<file path="src/rtl/sdr_init_rfsh_ctrl.sv">
// rtl/sdr_init_rfsh_ctrl.sv - SDRAM power-up init sequencer and periodic auto-refresh scheduler
`timescale 1ns/1ps
module sdr_init_rfsh_ctrl #(
  parameter logic [12:0] SDR_MODE      = 13'h033,
  parameter int          INIT_WAIT_CYC = 10000,
  parameter int          TRP           = 2,
  parameter int          TRFC          = 7,
  parameter int          TMRD          = 2,
  parameter int          RFSH_PERIOD   = 780,
  parameter int          PEND_MAX      = 8
) (
  input  logic        sdram_clk,
  input  logic        sdram_resetn,
  input  logic        cfg_rfsh_en,
  input  logic        rfsh_gnt,
  output logic        rfsh_req,
  output logic        rfsh_urgent,
  output logic        rfsh_ovf,
  output logic        init_done,
  output logic        cmd_own,
  output logic [3:0]  sdr_cmd,
  output logic [12:0] sdr_addr,
  output logic [1:0]  sdr_ba,
  output logic        sdr_cke
);

  localparam logic [3:0] CMD_NOP = 4'b0111;
  localparam logic [3:0] CMD_PRE = 4'b0010;
  localparam logic [3:0] CMD_REF = 4'b0001;
  localparam logic [3:0] CMD_MRS = 4'b0000;

  // Wait counter must hold the longest reload (the power-up wait).
  localparam int CW = $clog2(INIT_WAIT_CYC + TRP + 2 * TRFC + TMRD + 2);
  localparam int TW = $clog2(RFSH_PERIOD);
  localparam int PW = $clog2(PEND_MAX + 1);

  // State names the command currently on the bus (RF_CMD = AUTO_REFRESH being driven).
  typedef enum logic [2:0] {
    S_INIT_WAIT, S_INIT_PRE, S_INIT_RF1, S_INIT_RF2, S_INIT_MRS, S_IDLE, S_RF_CMD, S_RF_WAIT
  } state_t;

  state_t          state, state_n;
  logic [CW-1:0]   cnt, cnt_n;
  logic [TW-1:0]   timer, timer_n;
  logic [PW-1:0]   pend, pend_n;
  logic [3:0]      cmd_n;
  logic [12:0]     addr_n;
  logic            own_n, done_n, req_n, urgent_n, ovf_n;
  logic            expire, issue;

  assign sdr_ba = 2'b00;

  // Refresh interval timer: free-runs 0..RFSH_PERIOD-1 only after init with refresh enabled.
  always_comb begin
    expire  = init_done && cfg_rfsh_en && (timer == TW'(RFSH_PERIOD - 1));
    timer_n = '0;
    if (init_done && cfg_rfsh_en && !expire) timer_n = timer + 1'b1;
  end

  // Next-state, next-output and pending-count logic.
  always_comb begin
    state_n = state;
    cnt_n   = cnt;
    cmd_n   = CMD_NOP;
    addr_n  = '0;
    own_n   = cmd_own;
    done_n  = init_done;
    issue   = 1'b0;
    case (state)
      S_INIT_WAIT: begin
        own_n = 1'b1;
        if (cnt == '0) begin
          cmd_n   = CMD_PRE;
          addr_n  = 13'h0400;
          state_n = S_INIT_PRE;
          cnt_n   = CW'(TRP - 1);
        end else cnt_n = cnt - 1'b1;
      end
      S_INIT_PRE: begin
        if (cnt == '0) begin
          cmd_n   = CMD_REF;
          state_n = S_INIT_RF1;
          cnt_n   = CW'(TRFC - 1);
        end else cnt_n = cnt - 1'b1;
      end
      S_INIT_RF1: begin
        if (cnt == '0) begin
          cmd_n   = CMD_REF;
          state_n = S_INIT_RF2;
          cnt_n   = CW'(TRFC - 1);
        end else cnt_n = cnt - 1'b1;
      end
      S_INIT_RF2: begin
        if (cnt == '0) begin
          cmd_n   = CMD_MRS;
          addr_n  = SDR_MODE;
          state_n = S_INIT_MRS;
          cnt_n   = CW'(TMRD - 1);
        end else cnt_n = cnt - 1'b1;
      end
      S_INIT_MRS: begin
        if (cnt == '0) begin
          done_n  = 1'b1;
          own_n   = 1'b0;
          state_n = S_IDLE;
        end else cnt_n = cnt - 1'b1;
      end
      S_IDLE: begin
        // Grant only counts while our registered request is visible to the engine.
        if (rfsh_req && rfsh_gnt) begin
          cmd_n   = CMD_REF;
          own_n   = 1'b1;
          issue   = 1'b1;
          state_n = S_RF_CMD;
        end
      end
      S_RF_CMD: begin
        if (TRFC == 1) begin
          own_n   = 1'b0;
          state_n = S_IDLE;
        end else begin
          state_n = S_RF_WAIT;
          cnt_n   = CW'(TRFC - 2);
        end
      end
      default: begin
        if (cnt == '0) begin
          own_n   = 1'b0;
          state_n = S_IDLE;
        end else cnt_n = cnt - 1'b1;
      end
    endcase

    pend_n = pend;
    if (expire && !issue) begin
      if (pend != PW'(PEND_MAX)) pend_n = pend + 1'b1;
    end else if (issue && !expire) begin
      pend_n = pend - 1'b1;
    end
    ovf_n    = rfsh_ovf | (expire && (pend == PW'(PEND_MAX)));
    req_n    = (state_n == S_IDLE) && (pend_n != '0);
    urgent_n = (pend_n >= PW'(PEND_MAX / 2));
  end

  // All state and registered outputs; reset restarts initialisation.
  always_ff @(posedge sdram_clk or negedge sdram_resetn) begin
    if (!sdram_resetn) begin
      state       <= S_INIT_WAIT;
      cnt         <= CW'(INIT_WAIT_CYC);
      timer       <= '0;
      pend        <= '0;
      sdr_cke     <= 1'b0;
      sdr_cmd     <= CMD_NOP;
      sdr_addr    <= '0;
      cmd_own     <= 1'b0;
      init_done   <= 1'b0;
      rfsh_req    <= 1'b0;
      rfsh_urgent <= 1'b0;
      rfsh_ovf    <= 1'b0;
    end else begin
      state       <= state_n;
      cnt         <= cnt_n;
      timer       <= timer_n;
      pend        <= pend_n;
      sdr_cke     <= 1'b1;
      sdr_cmd     <= cmd_n;
      sdr_addr    <= addr_n;
      cmd_own     <= own_n;
      init_done   <= done_n;
      rfsh_req    <= req_n;
      rfsh_urgent <= urgent_n;
      rfsh_ovf    <= ovf_n;
    end
  end

endmodule

</file>
<file path="config.mk">
export PLATFORM = sky130hd
export DESIGN_NAME = sdr_init_rfsh_ctrl
export DESIGN_NICKNAME = d
export VERILOG_FILES = /design/src/rtl/sdr_init_rfsh_ctrl.sv
export SDC_FILE = /design/constraint.sdc
export NUM_CORES = 1
export LEC_CHECK = 0
export ABC_AREA = 0
export BUFFER_PORTS_ARGS = -buffer_cell sky130_fd_sc_hd__clkbuf_2
export CORE_AREA = 2 2 73 75
export DETAILED_ROUTE_END_ITERATION = 6
export DIE_AREA = 0 0 75 77
export MAX_ROUTING_LAYER = met4
export PLACE_DENSITY = 0.7
export SYNTH_ARGS = -nofsm -noshare
export SYNTH_HDL_FRONTEND = slang
export SYNTH_SLANG_ARGS = --single-unit
</file>
<file path="constraint.sdc">
create_clock -name sdram_clk -period 2 [get_ports sdram_clk]
set_input_delay 0.2 -clock sdram_clk [delete_from_list [all_inputs] [get_ports sdram_clk]]
set_output_delay 0.2 -clock sdram_clk [all_outputs]
set_load 0.005 [all_outputs]
</file>
; ---- Word level (Yosys, flattened, before mapping)
; Cells that the tools add are included.
[op_classes]
addsub = 4
n_mul = 0
n_div = 0
n_lt_le_gt_ge = 1
n_eq_ne = 12
shift = 0
mux = 28
bitwise = 3
reduce_logical = 20
[op_table]
columns = op, n
row1 = $pmux 14 s4, 1
row2 = $mux 14, 3
row3 = $mux 3, 10
row4 = $pmux 11 s2, 1
row5 = $pmux 3 s6, 1
row6 = $logic_not 14->1, 1
row7 = $sub 14x1->14 const B, 1
row8 = $eq 3x3->1 const B, 4
row9 = $mux 4, 3
row10 = $pmux 3 s4, 1
row11 = $mux 11, 1
row12 = $add 10x1->10 const B, 1
row13 = $eq 10x10->1 const B, 1
row14 = $mux 10, 1
row15 = $logic_and 1x1->1, 8
row16 = $eq 3x2->1 const B, 2
row17 = $mux 6, 1
row18 = $add 4x1->4 const B, 1
row19 = $eq 4x4->1 const B, 1
row20 = $ge 4x3->1 const B, 1
row21 = $mux 1, 4
row22 = $ne 4x3->1 const B, 1
row23 = $ne 4x4->1 const B, 1
row24 = $reduce_and 2->1, 2
row25 = other kinds (13), 16
[word_totals]
register_bits = 54
latch_bits = 0
mem_bits_rw = 0
romBits = 0
in_bits = 4
out_inout_bits = 25
word_cells = 80
mem_count = 0

; ---- Logic depth before layout (Yosys ltp)
[logic_depth]
word_depth = 8
ltp_mapped = 9
ltp_nobuf = 8

; ---- Worst setup path before layout
; OpenSTA, ideal clock, no wires.
[synth_timing]
kind = register -> register
from = register cnt[0]
to = register cnt[11]
arrival_ps = 1858
setup_slack_ps = 20
stages_incl_launch_ff = 10
n_path_buf = 1
period_less_slack_ps = 1980
path_cell_list = dfrtp_1 inv_1 ha_1 nor3b_4 nand3b_2 or2_1 buf_6 nor2_8 a21o_1 nor2_1
[synth_between]
elab_chain_len = 3
elab_cells_between_ends = 8
cone_classes = add/sub (1) / eq/ne (1) / mux (4) / reduce/logical (2)
[synth_lines]
columns = item, line
row1 = start: declaration, 43  ; logic [CW-1:0] cnt, cnt_n;
row2 = start signal: assignment, 149  ; cnt <= CW'(INIT_WAIT_CYC);
row3 = start signal: assignment, 162  ; cnt <= cnt_n;
row4 = $sub 14x1->14 or $logic_not 14->1 (tied branches), n/a
row5 = "$mux 14, or another cell as far along", "102, 127"
row6 = $pmux 14 s4 or $reduce_and 2->1 (tied branches), n/a
; Several ways; a longest one is shown, not always the timed one. The select of a mux whose other input is x is not followed.
; A chain may end at the register's enable or synchronous reset.

; ---- Final worst setup path
[layout_timing]
from = register timer[1]
to = register rfsh_req
[layout_between]
elab_chain_len = 8
elab_cells_between_ends = 9
cone_classes = eq/ne (1) / mux (2) / reduce/logical (6)
[layout_lines]
columns = item, line
row1 = start: declaration, 44  ; logic [TW-1:0] timer, timer_n;
row2 = start signal: assignment, 163  ; timer <= timer_n;
row3 = $eq 10x10->1 *, 55  ; expire = init_done && cfg_rfsh_en && (timer == TW'(RFSH_PERIOD - 1));
row4 = $logic_and 1x1->1 *, 55
row5 = $logic_not 1->1, 137  ; end else if (issue && !expire) begin
row6 = $logic_and 1x1->1, 137
row7 = $mux 4, 137
row8 = $mux 4 *, 135  ; if (expire && !issue) begin
row9 = $reduce_bool 4->1 *, 141  ; req_n = (state_n == S_IDLE) && (pend_n != '0);
row10 = $logic_and 1x1->1 *, 141
row11 = net req_n, 48  ; logic own_n, done_n, req_n, urgent_n, ovf_n;
row12 = end signal: assignment, 170  ; rfsh_req <= req_n;
row13 = end: declaration, 16  ; output logic rfsh_req,
; The timed path passes the listed nets; every way through them passes the cells marked *.

==> results by group <==
Synthesis
  • Top post-synthesis cells by area: dfrtp_1, dfstp_2, nor2_1
  • Top cells by count, synth: dfrtp_1, nor2_1, nand2_1
  • Yosys warns: 0
  • Avg Cell Area, Syn: 9.61 µm²
  • Post-synth EDFFs: 0
  • Distinct cells, synth: 61
  • Post-synth top area cell: dfrtp_1
  • Fraction of registers with async set/reset: 1.00
  • Cells after Synth: 264
  • Synth Area in Simple Gates: 0.250
  • Mapped cell area: 2540 µm²
  • Most frequent cell after synthesis: dfrtp_1
  • Post-Synth XOR/XNOR Area: 0.0587
  • Main combinational cell family by area after synthesis: simple AND/OR/NAND/NOR gates
  • Sequential fraction of the synthesis area: 0.418
  • #FFs+latches synth: 42
  • Top cell type's share of synthesized area: 0.335
  • Synth Area in Compound Gates: 0.150
  • Adder-Cell Fraction of Synth Area: 0.0286
  • Top_reg_cell synth: dfrtp_1
  • Mux share of post-synthesis cell area: 0.0163

Global route
  • Total track usage: 0.207
  • First-pass GRT wire length: 9.01 mm
  • Pin count of the biggest net entering global routing: 33
  • Vias in the first global route: 1914
  • Initial antenna violation count: 0
  • Grt ovf: 0

Timing
  • Post-layout minimum cycle time: 1990 ps
  • Final hold vios: 0
  • Final setup skew: around 3 ps
  • RSZ-0062 raised after global routing: true
  • Pins Over Slew Limit: 0
  • Final setup violation count: 0
  • FMAX: 503 MHz
  • Period utilisation layout: 0.995
  • Hold slack final: between 300 and 400 ps

Placed design
  • Placed Cells incl. Taps: roughly 370
  • Gpl congestion: around 0.90
  • HPWL after DPL: 3.87 mm
  • I/O Buffers: 17

Worst setup path
  • Cell family with most CP delay: simple AND/OR/NAND/NOR gates
  • Crit. path cell count: 7
  • Crit path to: rfsh_req
  • Worst R2R Setup Slack: ~10 ps
  • CP startpoint kind: flip-flop
  • R2r endpoint: rfsh_req
  • Crit. End Element: flip-flop
  • CP peak stage delay: 510 ps
  • CP bufs+invs: 0
  • Crit path cell chain: ha_4, nand4b_4, nor4_4, nor2_2, or4_1, nand3_2, a31oi_1
  • Crit path DAT: 2160 ps
  • FF-to-FF path depth: 7
  • Worst flop-to-flop path startpoint: timer[1]
  • Worst-path fanout max: 4
  • CP Class: flip-flop to flip-flop
  • CP Launch Point: timer[1]
  • Worst EP required: about 2200 ps
  • Slowest-stage cell, CP: or4_1

Die
  • Boundary Pins: 29
  • Die W: approximately 75 µm
  • Chip height: 77 µm
  • Row count: 26
  • Core ar.: 4980 µm²
  • DIE AREA: 5780 µm²
  • Starting Density: 0.510

Layout
  • Nets: 320
  • Fill cell count: 436
  • Share of cells above drive strength 1: 0.308
  • Non-filler cells, final: between 300 and 400
  • Area grow syn2layout: 20.0%
  • Ant. Diodes: 0

Pwr
  • Net switching power: 0.000325 W
  • IR drop worst, VDD: approximately 0.45 mV
  • Internal: ~0.0012 W
  • Sw frac: 0.220
  • Gate power share: 0.040
  • Power share of the sequential group: 0.582
  • Leakage power: roughly 1.4 nW
  • PwrDens: between 400 and 500 nW/µm²
  • Power Total: around 0.0015 W
  • Power share of the clock group: 0.378

Detailed routing
  • ANT nets after route: 0
  • 1st-iter DRT viols: roughly 120
  • Drt drc: 0
  • Wire per inst: approximately 14 µm
  • Vias per std cell: approximately 5.3
  • Final wirelength: roughly 5.4 mm
  • Total number of vias: 2023
  • Drt pass-1 iters: 4

CTS
  • Reg clk slew, reported paths: around 80 ps
  • CTS tree: built
  • Num CTS Buffers: 5
  • Clock latency on the worst-skew pair: ~290 ps
  • Sink Count: 42
  • CTS H-Tree Depth: 2
  • Root Buffer: clkbuf_8
  • CTS Buffer Depth: 2

Run status
  • Outcome: finished, final reports clean

Flow run
  • Max Cap Viol: 0

Worst hold path
  • Hold crit path type: input port to flip-flop
## what timing repair did
| item | 4_1_cts | 5_1_grt |
|---|---|---|
| buffers inserted | 4 | 4 |
| setup endpoints to repair | 6 | 12 |
| pin swaps | 3 | 5 |
| hold buffers | 1 | 0 |
| endpoints found under the hold margin | 13 | 0 |
| resized for setup | 9 | 9 |
## worst min path at each step
stage / startpoint / endpoint / slack, ps / cells past startpoint
floorplan: sdram_resetn / cmd_own / -100 / 0
global placement: sdram_resetn / cnt[2] / 150 / 1
detailed placement: sdram_resetn / cnt[2] / 150 / 1
CTS: rfsh_gnt / sdr_cmd[2] / 300 / 3
global route: rfsh_gnt / sdr_cmd[2] / 310 / 3
finish: rfsh_gnt / sdr_cmd[2] / 300 / 3
## metrics by stage
| stage | utilization | worst slack, ps | TNS, ps | area (µm²) |
|---|---|---|---|---|
| after floorplan | - | 20.5 | 0 | 2570 |
| after global placement | 0.562 | -9.87 | -9.87 | 2800 |
| after detailed placement | 0.562 | -22.0 | -35.0 | 2800 |
| after CTS | 0.599 | -7.00 | -7.00 | 2980 |
| after global routing | 0.611 | -85.5 | -200 | 3040 |
| final | 0.611 | 10.4 | 0 | 3040 |
## per-layer routing
metal | wire, µm | track usage
met4 | 44 | 0.0482
met2 | 2790 | 0.330
met5 | 0 | -
met1 | 2370 | 0.271
met3 | 224 | 0.0394
## worst min-delay path: stages
cell	delay, ps
clkbuf_2	110
and3_4	210
a21oi_1	70
## state kept, by name, indices dropped and copies added, names as in the netlist
| signal | count |
|---|---|
| cnt | 14 |
| timer | 10 |
| pend | 4 |
| sdr_cmd | 3 |
| state | 3 |
| sdr_addr | 2 |
| cmd_own | 1 |
| init_done | 1 |
| rfsh_ovf | 1 |
| rfsh_req | 1 |
| rfsh_urgent | 1 |
| sdr_cke | 1 |
## area by class of cell
cell class | instances | area, µm² | share of cell area
repair buffers | 53 | 365 | 0.120
clock inverters | 1 | 5.00 | 0.00164
well taps | 70 | 87.6 | 0.0288
flip-flops and latches | 42 | 1060 | 0.349
clock buffers | 7 | 86.3 | 0.0284
inverters | 10 | 37.5 | 0.0123
multi-input cells | 199 | 1400 | 0.460
## cell families after synthesis
group,count (synthesis)
xor gates and xnor gates,17
buffers and inverters,33
other,2
AOI/OAI and AO/OA,57
muxes,4
and+or+nand+nor,103
adders and majority gates,6
DFF,42
## power by group through the flow
stage	combinational [W]	sequential, W	clock [W]
final	0.0000587	0.000862	0.000560
after global routing	0.0000671	0.000863	0.000601
after CTS	0.0000605	0.000862	0.000580
after detailed placement	0.0000489	0.000877	0
after global placement	0.0000473	0.000877	0
after floorplan	0.0000348	0.000876	0
## layout by cell type (no fill, tap or decap), types with 3 or more instances in the layout
master,instances
dfrtp_1,34
buf_4,33
nor2_1,31
nand2_1,18
clkbuf_2,17
a21oi_1,15
nand3_1,13
o21ai_0,12
conb_1,12
xnor2_1,11
inv_1,8
dfstp_2,8
nor3_1,7
xor2_1,6
clkbuf_8,6
a31oi_1,4
a21o_1,3
nor4_1,3
ha_1,3
No activity file was read; power rests on OpenSTA's default activity.
